===== src/rtl/uart_tx_serializer.sv =====
// ---------------------------------------------------------------------------
// uart_tx_serializer
//   UART transmitter, companion of the RX deserializer. A parallel word is
//   accepted on DATA_VALID while idle and sent LSB first as
//   start / WIDTH data bits / optional parity / stop. Every bit is held for
//   PRESCALE CLK cycles, so TX and RX share CLK and the PRESCALE setting.
//
// Ports
//   CLK         in   1               system / oversampling clock, rising edge
//   RST         in   1               asynchronous reset, active low
//   P_DATA      in   WIDTH           parallel word to send
//   DATA_VALID  in   1               request strobe, sampled only while idle
//   PAR_EN      in   1               1 = insert a parity bit
//   PAR_TYP     in   1               0 = even parity, 1 = odd parity
//   PRESCALE    in   PRESCALE_WIDTH  CLK cycles per bit (0 behaves as 1)
//   TX_OUT      out  1               serial line, registered, idles high
//   BUSY        out  1               high while a frame is on the line
// ---------------------------------------------------------------------------
module uart_tx_serializer #(
  parameter int WIDTH          = 8,
  parameter int PRESCALE_WIDTH = 6
) (
  input  logic                      CLK,
  input  logic                      RST,
  input  logic [WIDTH-1:0]          P_DATA,
  input  logic                      DATA_VALID,
  input  logic                      PAR_EN,
  input  logic                      PAR_TYP,
  input  logic [PRESCALE_WIDTH-1:0] PRESCALE,
  output logic                      TX_OUT,
  output logic                      BUSY
);

  typedef enum logic [2:0] {
    S_IDLE,
    S_START,
    S_DATA,
    S_PARITY,
    S_STOP
  } state_t;

  localparam logic [3:0]                LAST_BIT = 4'(WIDTH - 1);
  localparam logic [PRESCALE_WIDTH-1:0] ONE_CNT  = PRESCALE_WIDTH'(1);

  state_t                    state_reg;
  logic [PRESCALE_WIDTH-1:0] edge_cnt_reg;
  logic [PRESCALE_WIDTH-1:0] last_edge_reg;  // latched PRESCALE-1
  logic [3:0]                bit_cnt_reg;
  logic [WIDTH-1:0]          data_reg;       // shifts right as bits go out
  logic                      par_en_reg;
  logic                      parity_reg;
  logic                      tx_out_reg;
  logic                      busy_reg;
  logic                      bit_done;

  // The current bit ends on the cycle its edge counter reaches PRESCALE-1.
  assign bit_done = (edge_cnt_reg == last_edge_reg);

  always_ff @(posedge CLK or negedge RST) begin
    if (!RST) begin
      state_reg     <= S_IDLE;
      edge_cnt_reg  <= '0;
      last_edge_reg <= '0;
      bit_cnt_reg   <= '0;
      data_reg      <= '0;
      par_en_reg    <= 1'b0;
      parity_reg    <= 1'b0;
      tx_out_reg    <= 1'b1;
      busy_reg      <= 1'b0;
    end else begin
      // Edge counter runs in every non-idle state and wraps at bit end.
      if (state_reg != S_IDLE) begin
        if (bit_done) begin
          edge_cnt_reg <= '0;
        end else begin
          edge_cnt_reg <= edge_cnt_reg + ONE_CNT;
        end
      end

      case (state_reg)
        S_IDLE: begin
          tx_out_reg   <= 1'b1;
          busy_reg     <= 1'b0;
          edge_cnt_reg <= '0;
          bit_cnt_reg  <= '0;
          if (DATA_VALID) begin
            data_reg   <= P_DATA;
            par_en_reg <= PAR_EN;
            parity_reg <= PAR_TYP ? ~^P_DATA : ^P_DATA;
            // PRESCALE of 0 is folded onto 1 so the wrap compare is never
            // against an underflowed value.
            last_edge_reg <= (PRESCALE == '0) ? '0 : (PRESCALE - ONE_CNT);
            // Start bit goes on the line at the accepting edge itself.
            state_reg  <= S_START;
            tx_out_reg <= 1'b0;
            busy_reg   <= 1'b1;
          end
        end

        S_START: begin
          if (bit_done) begin
            tx_out_reg  <= data_reg[0];
            data_reg    <= data_reg >> 1;
            bit_cnt_reg <= '0;
            state_reg   <= S_DATA;
          end
        end

        S_DATA: begin
          if (bit_done) begin
            if (bit_cnt_reg == LAST_BIT) begin
              if (par_en_reg) begin
                tx_out_reg <= parity_reg;
                state_reg  <= S_PARITY;
              end else begin
                tx_out_reg <= 1'b1;
                state_reg  <= S_STOP;
              end
            end else begin
              // data_reg[0] now holds original bit bit_cnt_reg+1.
              bit_cnt_reg <= bit_cnt_reg + 4'd1;
              tx_out_reg  <= data_reg[0];
              data_reg    <= data_reg >> 1;
            end
          end
        end

        S_PARITY: begin
          if (bit_done) begin
            tx_out_reg <= 1'b1;
            state_reg  <= S_STOP;
          end
        end

        S_STOP: begin
          if (bit_done) begin
            tx_out_reg <= 1'b1;
            busy_reg   <= 1'b0;
            state_reg  <= S_IDLE;
          end
        end

        default: begin
          tx_out_reg <= 1'b1;
          busy_reg   <= 1'b0;
          state_reg  <= S_IDLE;
        end
      endcase
    end
  end

  assign TX_OUT = tx_out_reg;
  assign BUSY   = busy_reg;

endmodule


===== config.mk =====
export PLATFORM = sky130hd
export DESIGN_NAME = uart_tx_serializer
export DESIGN_NICKNAME = d
export VERILOG_FILES = /design/src/rtl/uart_tx_serializer.sv
export SDC_FILE = /design/constraint.sdc
export NUM_CORES = 1
export LEC_CHECK = 0
export ABC_AREA = 1
export CORE_MARGIN = 4
export CORE_UTILIZATION = 40
export CTS_BUF_LIST = sky130_fd_sc_hd__clkbuf_4 sky130_fd_sc_hd__clkbuf_8 sky130_fd_sc_hd__clkbuf_16
export DETAILED_ROUTE_END_ITERATION = 7
export GPL_TIMING_DRIVEN = 0
export SYNTH_ARGS = -nofsm -noshare
export SYNTH_HDL_FRONTEND = slang
export SYNTH_SLANG_ARGS = --single-unit
export TNS_END_PERCENT = 30

===== constraint.sdc =====
create_clock -name CLK -period 1.8 [get_ports CLK]
set_input_delay 0.27 -clock CLK [delete_from_list [all_inputs] [get_ports CLK]]
set_output_delay 0.27 -clock CLK [all_outputs]
set_load 0.01 [all_outputs]

# Word level (Yosys, flattened, before mapping)

Index checks and enable logic that the tools add are counted.

Flip-flop bits (word level): 31
Logic and storage cells: 74

Add/sub/neg operators: 3
Eq/ne operators: 14
Mux-type cells: 32
Bitwise gates (word level): 1
Reductions and logical operators: 15

Operator list:

| cell                                             | number |
|---|---|
| 2-to-1 mux 8 bit                                 | 4 |
| 2-to-1 mux 6 bit                                 | 4 |
| case mux 8 bit (3 select lines)                  | 1 |
| 2-to-1 mux 3 bit                                 | 7 |
| case mux 3 bit (5 select lines)                  | 1 |
| != test 2 bit, second input constant             | 7 |
| 2-to-1 mux 4 bit                                 | 3 |
| case mux 4 bit (3 select lines)                  | 1 |
| 2-to-1 mux 1 bit                                 | 9 |
| XNOR reduction 8 bit                             | 1 |
| XOR reduction 8 bit                              | 1 |
| adder 6 x 1 -> 6 bit, second input constant      | 1 |
| == test 3 x 2 -> 1 bit, second input constant    | 2 |
| == test 6 bit                                    | 1 |
| logical NOT 6 bit                                | 1 |
| AND reduction 6 bit                              | 1 |
| nonzero test 3 bit                               | 2 |
| subtractor 6 x 1 -> 6 bit, second input constant | 1 |
| AND reduction 5 bit                              | 1 |
| adder 4 x 1 -> 4 bit, second input constant      | 1 |
| == test 4 x 3 -> 1 bit, second input constant    | 1 |
| case mux 1 bit (4 select lines)                  | 1 |
| AND reduction 2 bit                              | 2 |
| AND reduction 4 bit                              | 1 |
| other kinds (10)                                 | 10 |

# Longest topological paths before layout

Depth after elaboration: 4
Gate-level depth with buffers: 10
Depth with buffers taken out: 10

# Worst setup path before layout

No wires, ideal clock.

Kind: register -> register
From: reg bit_cnt_reg[0]
To: reg bit_cnt_reg[2]
Library setup time: 0.118 ns
Data arrival time: 1.238 ns
Path slack: 0.444 ns
Stages on the path, launching flop included: 10
Buffers on the path: 0
Path through: dfrtp_1 ha_1 nand2_1 nor2_1 inv_1 nor2_4 nor2_8 nand2_4 nand2_2 o21ai_2

Cells in the longest elaborated chain, start to end: 4
Elaborated cells on any way between the ends: 7

Ends and longest elaborated chain:

| what                            | line | text |
|---|---|---|
| start, declared                 | 48   | `logic [3:0] bit_cnt_reg;` |
| start signal, assigned          | 121  | `bit_cnt_reg <= bit_cnt_reg + 4'd1;` |
| adder 4 x 1 -> 4 bit            | 121  |  |
| 2-to-1 mux 4 bit                | 111  | `if (bit_cnt_reg == LAST_BIT) begin` |
| 2-to-1 mux 4 bit                | 110  | `if (bit_done) begin` |
| case mux 4 bit (3 select lines) | 80   | `case (state_reg)` |

Parallel ways exist; a longest one is shown, timed or not. The select of a mux whose other input is x is not followed.
A chain may end at the register's enable or synchronous reset.

# Worst setup path after layout

From: in PRESCALE[0]
To: reg last_edge_reg[1]

Cells in the longest elaborated chain, start to end: 2
Elaborated cells on any way between the ends: 3

Ends and longest elaborated chain:

| what                                                                  | line | text |
|---|---|---|
| start, declared                                                       | 29   | `input logic [PRESCALE_WIDTH-1:0] PRESCALE,` |
| subtractor 6 x 1 -> 6 bit / logical NOT 6 bit (equally long branches) | 92   | `last_edge_reg <= (PRESCALE == '0) ? '0 : (PRESCALE - ONE_CNT);` |
| 2-to-1 mux 6 bit (*)                                                  | 92   |  |
| end signal, assigned                                                  | 92   |  |
| end, declared                                                         | 47   | `logic [PRESCALE_WIDTH-1:0] last_edge_reg;` |

Every way passes the cells marked *; elsewhere a longest branch is shown, timed or not.

==> impl_metrics.py <==
metrics = {
    "status": {
        "status": "finished, final reports clean",
    },
    "place": {
        "io_buffers": 20,
        "place_ws_ps": -89.5,
        "dp.cells": 346,
        "gp_congestion": 0.789,
        "place_hpwl_um": 2870,
        "placed_area_um2": 2260,
    },
    "grt": {
        "grt_pass1_vias": 1560,
        "overflow": 0,
        "grt_max_degree": 32,
        "grt_pass1_wl_um": 6770,
        "track_usage": 0.139,
        "grt_antenna_before_repair": 0,
    },
    "worst_setup_path": {
        "endpoint_kind": "flip-flop",
        "cp_cell_sequence": "clkdlybuf4s50_1 > inv_1 > ha_1 > nand2_1 > o31ai_1 > o22ai_1",
        "crit_path_start_kind": "input port",
        "cpLargestDelayFamily": "compound AO/OA/AOI/OAI gates",
        "crit_path_max_fanout": 6,
        "arrival_ps": 1720,
        "max_stage_delay_ps": 560,
        "crit_slowest_cell": "o31ai_1",
        "critical_path_class": "input port to flip-flop",
        "cp.required_ps": 1920,
        "path_buf_inv": 2,
    },
    "cts": {
        "cts_hold_buf": 0,
        "cts_tree": "done",
        "cts_inserted_buffers": 5,
        "cts.sinks": 31,
        "htree_levels": 2,
        "cts_resized": 0,
        "clk_pin_slew_ps": 60,
        "cts_setup_buffers": 0,
        "cts_buffer_depth": 2,
        "clk_latency_ps": 280,
        "cts-root-buf": "clkbuf_8",
    },
    "detailed_routing": {
        "wl_per_cell_um": 10.8,
        "drt-total-wl_um": 3820,
        "viasPerCell": 4.55,
        "dr.pass1.iters": 4,
        "detail-route-antenna-nets": 0,
        "drc_errors": 0,
        "drt-initial-drc-count": 68,
        "via_count": 1610,
    },
    "synth": {
        "synth_top_cells_by_area": "dfrtp_1 38%, nand2_1 16%, inv_1 6.1%",
        "synth.distinct_cells": 31,
        "synth-async-reset-ratio": 1.00,
        "synth_top_family_by_area": "simple AND/OR/NAND/NOR gates",
        "synth_edf_count": 0,
        "ys_warn_count": 0,
        "syn_area_per_cell_um2": 7.66,
        "synth-xor-area-share": 0.0397,
        "synth_top_area_share": 0.379,
        "yosysTopAreaCell": "dfrtp_1",
        "yosys_register_bits": 31,
        "synth_seq_area_share": 0.392,
        "synth_cells": 259,
        "synth.mux.area_fraction": 0,
        "synth_ff_type": "dfrtp_1",
        "synth_compound_area_frac": 0.0921,
        "syn_area_um2": 1980,
        "synth-simple-area-share": 0.363,
        "synth_fa_ha_area_frac": 0.0252,
        "syn-num-nets": 282,
    },
    "sta": {
        "timing.final.crit_period_ps": 1600,
        "final.setup_skew_ps": 3.83,
        "grt_setup_unrepaired": "no",
        "setup_viol": 0,
        "fin_ws_ps": 200,
        "fmax_ghz": 0.625,
        "slew_headroom": 0.538,
        "finalHoldViolations": 0,
        "finalCritPeriodShare": 0.889,
        "finalMaxSlewViolations": 0,
        "worst_pin_slew_ps": 693,
        "tns_ps": 0,
    },
    "floorplanning": {
        "dieArea_um2": 6150,
        "dieWidth_um": 78.4,
        "io_pins": 21,
        "core_area_um2": 4750,
        "initial_core_util": 0.417,
        "rows": 25,
        "dieHeight_um": 78.4,
    },
    "cells_and_area": {
        "multi_input_area_um2": 1030,
        "layout_commonest_cell": "nand2_1",
        "layoutNonFillerInstCount": 354,
        "n_antenna_cell": 0,
        "regArea_um2": 777,
        "layout_common_cells": "84 x nand2_1, 32 x inv_1, 30 x dfrtp_1",
        "finalInstanceArea_um2": 2370,
        "final_util": 0.498,
        "nNetsFinal": 309,
        "largest_register_ffs": 8,
        "layout-drive-gt1-share": 0.167,
        "area_growth_pct": 19.3,
        "num-fill-cells": 495,
    },
    "run": {
        "drv_cap": 0,
    },
    "power_and_ir_drop": {
        "leakage_uw": 0.00119,
        "peakVddDrop_v": 0.000549,
        "p_sw_frac": 0.437,
        "power.share.clock": 0.164,
        "p_int_uw": 2090,
        "p_sw_uw": 1620,
        "power_frac_comb": 0.517,
        "power.density_nw_per_um2": 1570,
        "seq_power_share": 0.319,
    },
    "hold_path": {
        "hold_class": "input port to asynchronous set/reset pin",
    },
}
[power groups by stage]
stage	Sequential (µW)	Combinational, µW	Clock (µW)
4_1_cts	1180	1940	626
2_1_floorplan	1160	1530	0
5_1_grt	1220	2180	654
6_report	1180	1920	607
3_5_place_dp	1190	1930	0
3_3_place_gp	1190	1920	0
[path summary, 6_finish.rpt]
| path | from | end | slack, ps | cells past startpoint |
|---|---|---|---|---|
| setup / recovery | PRESCALE[0] | last_edge_reg[1] | 200 | 6 |
| hold / removal | RST | bit_cnt_reg[2] | 30 | 1 |
| setup reg to reg | state_reg[1] | parity_reg | 250 | 9 |
| hold reg to reg | TX_OUT | TX_OUT | 470 | 2 |
| max in group asynchronous | RST | last_edge_reg[0] | 1320 | 1 |
| min in group CLK | TX_OUT | TX_OUT | 470 | 2 |
[kinds of logic (layout without fill, tap and decap cells)]
family,count (synthesis),count (layout)
flip-flops,31,31
buffers and inverters,39,67
XOR/XNOR,9,9
AO/OA/AOI/OAI,28,28
adder cells (fa/ha/maj),4,4
AND/OR/NAND/NOR,148,148
[synth_stat cells (3+ instances only)]
| library cell | instances |
|---|---|
| nand2_2 | 7 |
| ha_1 | 4 |
| nand3_1 | 14 |
| o21ai_1 | 3 |
| nand2_1 | 84 |
| nor2_1 | 16 |
| dfrtp_1 | 30 |
| nand2_4 | 4 |
| nand4_1 | 8 |
| xor2_1 | 7 |
| inv_1 | 32 |
| nor2_2 | 4 |
| o21ai_2 | 8 |
| or2_2 | 3 |
| o22ai_1 | 6 |
| inv_2 | 4 |
| o21ai_0 | 7 |
[stage by stage]
stage / power (µW) / hold slack (ps)
2_1_floorplan: 2680 / -25.6
3_3_place_gp: 3110 / 458
3_5_place_dp: 3130 / 364
4_1_cts: 3750 / 60.7
5_1_grt: 4050 / 104
6_report: 3710 / 32.2
[layout make-up]
class	count	share of cell area
flip-flops and latches	31	0.328
repair buffers	20	0.0825
well taps	67	0.0354
multi-input cells	189	0.436
inverters	36	0.0571
clock buffers	8	0.0439
plain buffers	3	0.0164
[metal layers]
metal  up-vias  part of all wire  global-route usage
li1        874                 -                   -
met1       713              0.52               0.175
met2        16              0.44               0.231
met3         7             0.026              0.0275
met4         0             0.019              0.0577
met5         -                 0                   0
No activity file was read; power rests on OpenSTA's default activity.
